--- config.mk ---
export PLATFORM = sky130hd
export DESIGN_NAME = i2s_receive
export DESIGN_NICKNAME = d
export VERILOG_FILES = /design/src/rtl/i2s_pkg.sv /design/src/rtl/i2s_rx_fifo.sv /design/src/rtl/i2s_receive.sv
export SDC_FILE = /design/constraint.sdc
export NUM_CORES = 1
export LEC_CHECK = 0
export BUFFER_PORTS_ARGS = -buffer_cell sky130_fd_sc_hd__buf_4
export CAP_MARGIN = 30
export CORE_MARGIN = 3
export CORE_UTILIZATION = 55
export CTS_CLUSTER_DIAMETER = 120
export CTS_CLUSTER_SIZE = 10
export DETAILED_ROUTE_END_ITERATION = 7
export PLACE_DENSITY = 0.78
export SYNTH_ARGS = -nofsm -noshare
export SYNTH_HDL_FRONTEND = slang
export SYNTH_SLANG_ARGS = --single-unit
--- constraint.sdc ---
create_clock -name M_AXIS_ACLK -period 2.4 [get_ports M_AXIS_ACLK]
set_input_delay 0.24 -clock M_AXIS_ACLK [delete_from_list [all_inputs] [get_ports M_AXIS_ACLK]]
set_output_delay 0.24 -clock M_AXIS_ACLK [all_outputs]
set_load 0.1 [all_outputs]
--- src/rtl/i2s_pkg.sv ---
// Shared I2S definitions used by the receive, transmit and controller blocks.
package i2s_pkg;

  localparam int DEFAULT_DATA_WIDTH = 32;
  localparam int SCK_PER_FRAME      = 64;
  localparam int MCLK_PER_SCK       = 8;

  typedef enum logic {
    CH_LEFT  = 1'b0,
    CH_RIGHT = 1'b1
  } channel_e;

  // Left-channel words carry TLAST=1 on the stream side
  function automatic logic channel_is_left(input channel_e ch);
    return (ch == CH_LEFT);
  endfunction

endpackage

--- src/rtl/i2s_rx_fifo.sv ---
// Small synchronous FIFO with registered head outputs. The head word is
// forwarded straight from the write port when the FIFO would otherwise be
// empty, so a push into an empty FIFO is visible one clock later.
// A push into a full FIFO is accepted when a pop happens in the same cycle.
module i2s_rx_fifo #(
  parameter int WIDTH = 33,
  parameter int DEPTH = 2
) (
  input  logic             clk,
  input  logic             rst_n,
  input  logic             push,
  input  logic [WIDTH-1:0] din,
  input  logic             pop,
  output logic [WIDTH-1:0] dout,
  output logic             full,
  output logic             empty
);

  localparam int PTR_W = $clog2(DEPTH);
  localparam int CNT_W = PTR_W + 1;

  logic [WIDTH-1:0] mem [DEPTH];
  logic [PTR_W-1:0] wr_ptr;
  logic [PTR_W-1:0] rd_ptr;
  logic [PTR_W-1:0] rd_ptr_nxt;
  logic [CNT_W-1:0] count;
  logic [CNT_W-1:0] count_nxt;
  logic             push_ok;
  logic             pop_ok;
  logic             head_fwd;

  // Accept/pop qualification and next-state pointers
  always_comb begin
    pop_ok     = pop & ~empty;
    push_ok    = push & (~full | pop_ok);
    rd_ptr_nxt = rd_ptr + PTR_W'(pop_ok);
    count_nxt  = count + CNT_W'(push_ok) - CNT_W'(pop_ok);
    head_fwd   = push_ok & (wr_ptr == rd_ptr_nxt);
  end

  // Storage array (data only, no reset needed)
  always_ff @(posedge clk) begin
    if (push_ok) mem[wr_ptr] <= din;
  end

  // Pointers, occupancy flags and the registered head word
  always_ff @(posedge clk or negedge rst_n) begin
    if (!rst_n) begin
      wr_ptr <= '0;
      rd_ptr <= '0;
      count  <= '0;
      empty  <= 1'b1;
      full   <= 1'b0;
      dout   <= '0;
    end else begin
      wr_ptr <= wr_ptr + PTR_W'(push_ok);
      rd_ptr <= rd_ptr_nxt;
      count  <= count_nxt;
      empty  <= (count_nxt == '0);
      full   <= (count_nxt == CNT_W'(DEPTH));
      if (count_nxt != '0) dout <= head_fwd ? din : mem[rd_ptr_nxt];
    end
  end

endmodule

--- src/rtl/i2s_receive.sv ---
// I2S slave receiver: deserialises sd using mclk-synchronous sck/ws and
// emits one AXI4-Stream word per channel slot (TLAST=1 for left).
// Optional feature macro: I2S_RX_OVERFLOW_CNT_EN adds a saturating
// overflow_count output next to the sticky overflow flag.
module i2s_receive
  import i2s_pkg::*;
#(
  parameter int DATA_WIDTH = DEFAULT_DATA_WIDTH,
  parameter int FIFO_DEPTH = 2
) (
  input  logic                  M_AXIS_ACLK,
  input  logic                  M_AXIS_ARESETN,
  input  logic                  sck,
  input  logic                  ws,
  input  logic                  sd,
  output logic [DATA_WIDTH-1:0] M_AXIS_TDATA,
  output logic                  M_AXIS_TVALID,
  input  logic                  M_AXIS_TREADY,
  output logic                  M_AXIS_TLAST,
  output logic                  overflow
`ifdef I2S_RX_OVERFLOW_CNT_EN
  ,
  output logic [15:0]           overflow_count
`endif
);

  localparam int CNT_W = $clog2(DATA_WIDTH + 1);

`ifdef I2S_RX_OVERFLOW_CNT_EN
  function automatic logic [15:0] sat_inc16(input logic [15:0] v);
    return (v == 16'hFFFF) ? v : v + 16'd1;
  endfunction
`endif

  logic                  sck_q;
  logic                  sck_rise;
  logic [DATA_WIDTH-1:0] shift_q;
  logic [DATA_WIDTH-1:0] shift_nxt;
  logic [CNT_W-1:0]      bit_cnt;
  logic [CNT_W-1:0]      cnt_nxt;
  logic                  bit_take;
  channel_e              ws_last;
  logic                  ws_edge;
  logic                  slot_end;

  logic                  vld_p1;
  logic [DATA_WIDTH-1:0] data_p1;
  logic                  last_p1;

  logic [DATA_WIDTH:0]   fifo_dout;
  logic                  fifo_full;
  logic                  fifo_empty;
  logic                  pop;
  logic                  drop;

  // ---- p0: sck edge detect and deserialiser ----

  // sck is sampled as data; a rise is the only cycle that consumes sd
  always_ff @(posedge M_AXIS_ACLK or negedge M_AXIS_ARESETN) begin
    if (!M_AXIS_ARESETN) sck_q <= 1'b0;
    else                 sck_q <= sck;
  end

  assign sck_rise = sck & ~sck_q;

  // Shift candidate: the bit is taken until the slot is full, then ignored
  always_comb begin
    bit_take  = (bit_cnt < CNT_W'(DATA_WIDTH));
    shift_nxt = bit_take ? {shift_q[DATA_WIDTH-2:0], sd} : shift_q;
    cnt_nxt   = bit_take ? bit_cnt + CNT_W'(1) : bit_cnt;
    ws_edge   = (channel_e'(ws) != ws_last);
    slot_end  = sck_rise & ws_edge;
  end

  // Shift register, bit counter and channel tracking; a ws change closes the slot
  always_ff @(posedge M_AXIS_ACLK or negedge M_AXIS_ARESETN) begin
    if (!M_AXIS_ARESETN) begin
      shift_q <= '0;
      bit_cnt <= '0;
      ws_last <= CH_LEFT;
    end else if (sck_rise) begin
      if (ws_edge) begin
        shift_q <= '0;
        bit_cnt <= '0;
        ws_last <= channel_e'(ws);
      end else begin
        shift_q <= shift_nxt;
        bit_cnt <= cnt_nxt;
      end
    end
  end

  // ---- p1: completed-slot register feeding the output buffer ----

  // Only a slot that collected every bit (LSB included) is handed on
  always_ff @(posedge M_AXIS_ACLK or negedge M_AXIS_ARESETN) begin
    if (!M_AXIS_ARESETN) vld_p1 <= 1'b0;
    else                 vld_p1 <= slot_end & (cnt_nxt == CNT_W'(DATA_WIDTH));
  end

  // Word and channel tag of the closing slot
  always_ff @(posedge M_AXIS_ACLK) begin
    if (slot_end) begin
      data_p1 <= shift_nxt;
      last_p1 <= channel_is_left(ws_last);
    end
  end

  // ---- p2: output buffer and AXI4-Stream master ----

  assign pop  = M_AXIS_TVALID & M_AXIS_TREADY;
  assign drop = vld_p1 & fifo_full & ~pop;

  i2s_rx_fifo #(
    .WIDTH (DATA_WIDTH + 1),
    .DEPTH (FIFO_DEPTH)
  ) u_fifo (
    .clk   (M_AXIS_ACLK),
    .rst_n (M_AXIS_ARESETN),
    .push  (vld_p1),
    .din   ({last_p1, data_p1}),
    .pop   (pop),
    .dout  (fifo_dout),
    .full  (fifo_full),
    .empty (fifo_empty)
  );

  assign M_AXIS_TVALID = ~fifo_empty;
  assign M_AXIS_TDATA  = fifo_dout[DATA_WIDTH-1:0];
  assign M_AXIS_TLAST  = fifo_dout[DATA_WIDTH];

  // Sticky flag: set by any word lost to a full buffer
  always_ff @(posedge M_AXIS_ACLK or negedge M_AXIS_ARESETN) begin
    if (!M_AXIS_ARESETN) overflow <= 1'b0;
    else if (drop)       overflow <= 1'b1;
  end

`ifdef I2S_RX_OVERFLOW_CNT_EN
  // Dropped-word counter, holds at all-ones
  always_ff @(posedge M_AXIS_ACLK or negedge M_AXIS_ARESETN) begin
    if (!M_AXIS_ARESETN) overflow_count <= '0;
    else if (drop)       overflow_count <= sat_inc16(overflow_count);
  end
`endif

endmodule

# Yosys cells after proc, flatten, opt, wreduce, memory -nomap -nowiden
# Memories as Yosys holds them, arrays and structs flattened. A register that Yosys moved wholly into a read port is not among the register bits.
# Cells that the tools add are included.
[classes] addsub=5 multipliers=0 div=0 order_cmp=1 n_eq_ne=3 shift=0 muxes=6 bitwise=14 reduce_logical=4
[ops] operator="32-bit two-way mux" count=2
[ops] operator="6-bit two-way mux" count=2
[ops] operator="1-bit bitwise AND" count=8
[ops] operator="6-bit by 1-bit adder with 6-bit output (second input constant)" count=1
[ops] operator="6-bit equality test (second input constant)" count=1
[ops] operator="6-bit < comparator (second input constant)" count=1
[ops] operator="1-bit inverter" count=5
[ops] operator="1-bit adder" count=2
[ops] operator="2-bit by 1-bit adder with 2-bit output" count=1
[ops] operator="2-bit equality test (second input constant)" count=1
[ops] operator="2-bit logical NOT" count=1
[ops] operator="1-bit two-way mux" count=2
[ops] operator="2-bit AND reduction" count=1
[ops] operator="2-bit nonzero test" count=1
[ops] operator="2-bit by 1-bit subtractor with 2-bit output" count=1
[ops] operator="1-bit logical NOT" count=1
[ops] operator="1-bit inequality test" count=1
[ops] operator="1-bit bitwise OR" count=1
[word_totals] regBits=81 latchBits=0 ram_bits=66 romBits=0 inputBits=6 output_inout_bits=35 elab_cells=47 mem_count=1
[memory_table] memory="u_fifo.mem" depth=2 width=33 read_ports=1 rd_ports_with_merged_regs=1 write_ports=1 line_no="i2s_rx_fifo.sv:22" rtl="logic [WIDTH-1:0] mem [DEPTH];"

# Logic depth before layout (Yosys ltp)
[depth] depth_word=8 depth_mapped=10 ltp_nobuf=9

# Cells and area by module
# Synthesis repeated with hierarchy kept, for this count alone.
[hier_totals] cells_unflattened=573 area_unflattened_um2=7387.1
[modules_own_cells] mod="i2s_rx_fifo" n_inst=1 cells_per_inst=316 area_each_um2=4259.1 seq_area_each_um2=2959.1
[modules_own_cells] mod="i2s_receive" n_inst=1 cells_per_inst=257 area_each_um2=3128.0 seq_area_each_um2=2042.0

# Worst setup path after synthesis
# OpenSTA, ideal clock, no wires.
[synth_path] kind="register to register" start="register sck_q" end="register vld_p1" arrival_ns=2.507 required_time_ns=2.298 slack_ns=-0.209 stages_incl_launch_ff=6 path_buffers=1 period_less_slack_ns=2.609 cell_sequence="dfrtp_1 > nand2b_1 > clkbuf_1 > nor2_1 > nand2_1 > nor4_1"
[synth_between] elab_chain_len=4
[synth_rtl] element="start: declaration" line_no="i2s_receive.sv:35" rtl="logic sck_q;"
[synth_rtl] element="start signal: assignment" line_no="i2s_receive.sv:61" rtl="else sck_q <= sck;"
[synth_rtl] element="1-bit inverter" line_no="i2s_receive.sv:64" rtl="assign sck_rise = sck & ~sck_q;"
[synth_rtl] element="1-bit bitwise AND" line_no="i2s_receive.sv:64"
[synth_rtl] element="1-bit bitwise AND" line_no="i2s_receive.sv:72" rtl="slot_end = sck_rise & ws_edge;"
[synth_rtl] element="net slot_end" line_no="i2s_receive.sv:44" rtl="logic slot_end;"
[synth_rtl] element="1-bit bitwise AND" line_no="i2s_receive.sv:98" rtl="else vld_p1 <= slot_end & (cnt_nxt == CNT_W'(DATA_WIDTH));"
[synth_rtl] element="end signal: assignment" line_no="i2s_receive.sv:98"
[synth_rtl] element="end: declaration" line_no="i2s_receive.sv:46" rtl="logic vld_p1;"
# The timed path passes the listed nets, and every way through them passes these cells.
# A chain may end at the register's enable or synchronous reset.

# Worst setup path in the final report
[layout_path] start="register u_fifo.empty" end="register u_fifo.dout[3] (read register of u_fifo.mem)"
[layout_between] elab_chain_len=8 word_cells_on_any_way=9 classes_between="3 x add/sub; 5 x bitwise; 1 x reduce/logical"
[layout_rtl] element="start: declaration" line_no="i2s_rx_fifo.sv:16" rtl="output logic empty"
[layout_rtl] element="start signal: assignment" line_no="i2s_rx_fifo.sv:59" rtl="empty <= (count_nxt == '0);"
[layout_rtl] element="1-bit inverter *" line_no="i2s_rx_fifo.sv:34, i2s_receive.sv:128"
[layout_rtl] element="1-bit bitwise AND" line_no="i2s_receive.sv:111" rtl="assign pop = M_AXIS_TVALID & M_AXIS_TREADY;"
[layout_rtl] element="1-bit bitwise AND *" line_no="i2s_rx_fifo.sv:34" rtl="pop_ok = pop & ~empty;"
[layout_rtl] element="1-bit bitwise OR" line_no="i2s_rx_fifo.sv:35" rtl="push_ok = push & (~full | pop_ok);"
[layout_rtl] element="1-bit bitwise AND" line_no="i2s_rx_fifo.sv:35"
[layout_rtl] element="2-bit by 1-bit adder with 2-bit output" line_no="i2s_rx_fifo.sv:37" rtl="count_nxt = count + CNT_W'(push_ok) - CNT_W'(pop_ok);"
[layout_rtl] element="2-bit by 1-bit subtractor with 2-bit output *" line_no="i2s_rx_fifo.sv:37"
[layout_rtl] element="net u_fifo.count_nxt[1]" line_no="i2s_rx_fifo.sv:27" rtl="logic [CNT_W-1:0] count_nxt;"
[layout_rtl] element="2-bit nonzero test *" line_no="i2s_rx_fifo.sv:61" rtl="if (count_nxt != '0) dout <= head_fwd ? din : mem[rd_ptr_nxt];"
[layout_rtl] element="end: declaration" line_no="i2s_rx_fifo.sv:14" rtl="output logic [WIDTH-1:0] dout,"
# The timed path passes the listed nets; every way through them passes the cells marked *.

==> results.toml <==
[finish]
fillers = 851
fin_nets = 561
seq_area_um2 = 5000
drive_gt1_share_pct = 42.6
final_cells = 735
multiInputGateArea_um2 = 2320
antenna_cells = 0
syn_to_final_growth_pct = 19.1

[synth]
ys_top_cells_by_area = "edfxtp_1, dfrtp_1, mux2_2"
ys_ff_latch = 180
syn_inst = 487
synth-main-ff-cell = "edfxtp_1"
synth_top_area_share_pct = 40.2
yosys_warnings = 0
seq_area_frac_synth_pct = 67.7
synth-edff-count = 99
yosysMostFrequentCell = "mux2_2"
synth_top_cell_by_area = "edfxtp_1"
synth_nets = 498
yosys-top-cells-count = "mux2_2, edfxtp_1, dfrtp_1, nand2_1, nand3_1"
async_flop_share_pct = 45.0
avgSynthCellArea_um2 = 15.2
ys_types = 34
synthesis.area_um2 = 7390

[clock_tree]
cts_made_buffers = 17
cts_htree_levels = 4
clock-sinks = 180
worstSkewPairLatency_ns = 0.43
root_buffer = "clkbuf_16"
clock_path_buffers = 2
clk_pin_slew_worst_paths_ns = 0.06
cts_tree = "done"

[worst_setup_path]
required_ns = 2.70
cp-start-kind = "register"
cp.arrival_ns = 2.68
end_kind = "register"
reg2reg_slack_ns = 0.02
critPathKind = "reg -> reg"
worstPathMaxFanout = 7

[timing]
drv_slew = 0
slew_headroom_pct = 65.0
fmax_ghz = 0.420
finalSetupViolCount = 0
fin_crit_sh_pct = 99.2
fin_hold_ws_ns = 0.0849
finalClockSkew_ns = 0.0109
hold_viol = 0
min_period_ns = 2.38
worst_pin_slew_ns = 0.525
setup_ws_ns = 0.0200

[floorplan]
core_area_um2 = 12900
initial_utilization_pct = 57.4
dieHeight_um = 122
die_x_um = 122
dieArea_um2 = 14900
io_pins = 41
num_rows = 41

[power]
power.density_nw_per_um2 = 1340
ir_worst_vdd_mv = 0.833
leakagePower_nw = 3.60

[global_route]
grt_usage_pct = 18.6
grt_pass1_vias = 4172
grt_first_pass_wirelength_um = 21100
antenna_found_initial = 0
grt_start_max_net_pins = 39
grt_overflow_total = 0

[run_status]
status = "completed"

[placement]
io_buffers = 40
gp_congestion = 0.748
dp_hpwl_um = 7800
place_ws_ns = 0.000603
dp_cells = 696

[routing]
vias_per_cell = 5.51
drtIter0Drc = 329
wl_um = 13300
vias = 4050
drtAntennaViolNets = 0
dr.pass1.iters = 4
wl_per_cell_um = 18.1
drc = 0

[hold_path]
hold_path.class = "in -> reg"

[job]
drv_cap = 0
registers in the layout, summed over array words and instances, names as in the netlist, 2 cells and up:
register / cells
bit_cnt: 6
data_p1: 32
shift_q: 32
u_fifo.count: 2
u_fifo.dout: 33
u_fifo.mem: 66
stage by stage:
| step | power [mW] | setup TNS (ns) | util (%) | instance area (um2) |
|---|---|---|---|---|
| 6_report | 11.8 | 0 | 68.3 | 8800 |
| 5_1_grt | 12.2 | -1.17 | 68.3 | 8800 |
| 4_1_cts | 11.4 | 0 | 67.2 | 8650 |
| 3_5_place_dp | 8.72 | 0 | 62.5 | 8040 |
| 3_3_place_gp | 8.64 | 0 | 62.5 | 8040 |
| 2_1_floorplan | 7.58 | 0 | - | 7390 |
path summary, 6_finish.rpt:
check                               start          endpoint  cells past startpoint
max in group asynchronous  M_AXIS_ARESETN        shift_q[3]                      3
min                                    ws           ws_last                      3
min in group asynchronous  M_AXIS_ARESETN   u_fifo.dout[32]                      2
max                          u_fifo.empty    u_fifo.dout[3]                     11
max reg2reg                  u_fifo.empty    u_fifo.dout[3]                     11
min reg2reg                    data_p1[0]  u_fifo.mem[0][0]                      0
worst max-delay path, cell delays in order, from the launching register on:
cell       delay (ns)
dfstp_2          0.53
nand2b_4         0.12
inv_2            0.05
ha_4             0.25
inv_2            0.04
ha_4             0.15
xnor2_2          0.19
xnor2_2          0.14
nor2_4           0.15
buf_12           0.16
clkbuf_16        0.16
mux2_2           0.32
area by class of cell:
| cell class | count | area share (%) |
|---|---|---|
| clock buffer | 23 | 5.43 |
| clock inverter | 9 | 1.19 |
| inverter | 7 | 0.299 |
| multi-input combinational | 276 | 26.4 |
| sequential | 180 | 56.8 |
| tap | 172 | 2.45 |
| timing repair buffer | 68 | 7.35 |
metal layers:
metal  track usage [%]  wire [um]
met4              6.58        249
met5                 0          0
met3              4.55        387
met2              30.8       6810
met1              24.1       5880
where the power goes:
part	switching [mW]	total [mW]	internal [mW]
clock	1.11	2.72	1.61
combinational	3.29	5.18	1.89
sequential	0.231	3.90	3.67
kinds of logic after synthesis:
group                    Yosys count  share of synthesized area [%]
XOR/XNOR                           8                           1.05
multiplexers                     132                           20.1
buffers and inverters             31                           1.98
AND/OR/NAND/NOR                  120                           7.28
flip-flops                       180                           67.7
adder cells (fa/ha/maj)            5                          0.847
AO/OA/AOI/OAI                     11                           1.03
placed cells by master, fill, tap and decap left out, drive strengths merged, types with 4 or more instances in the layout:
cell type / n
mux2: 132
edfxtp: 99
dfrtp: 80
nand2: 71
buf: 63
nand3: 33
clkbuf: 26
inv: 7
xnor2: 5
nor2: 5
ha: 5
o21ai: 4
clkinvlp: 4
timing repair:
action | 4_1_cts | 5_1_grt
endpoints found under the hold margin | 35 | 0
gates resized for setup | 1 | 8
buffers inserted | 0 | 1
pin swaps | 0 | 4
hold buffers | 2 | 0
gates cloned | 0 | 4
setup endpoints to repair | 20 | 22
Note: power is estimated with default switching activity, not from simulation.
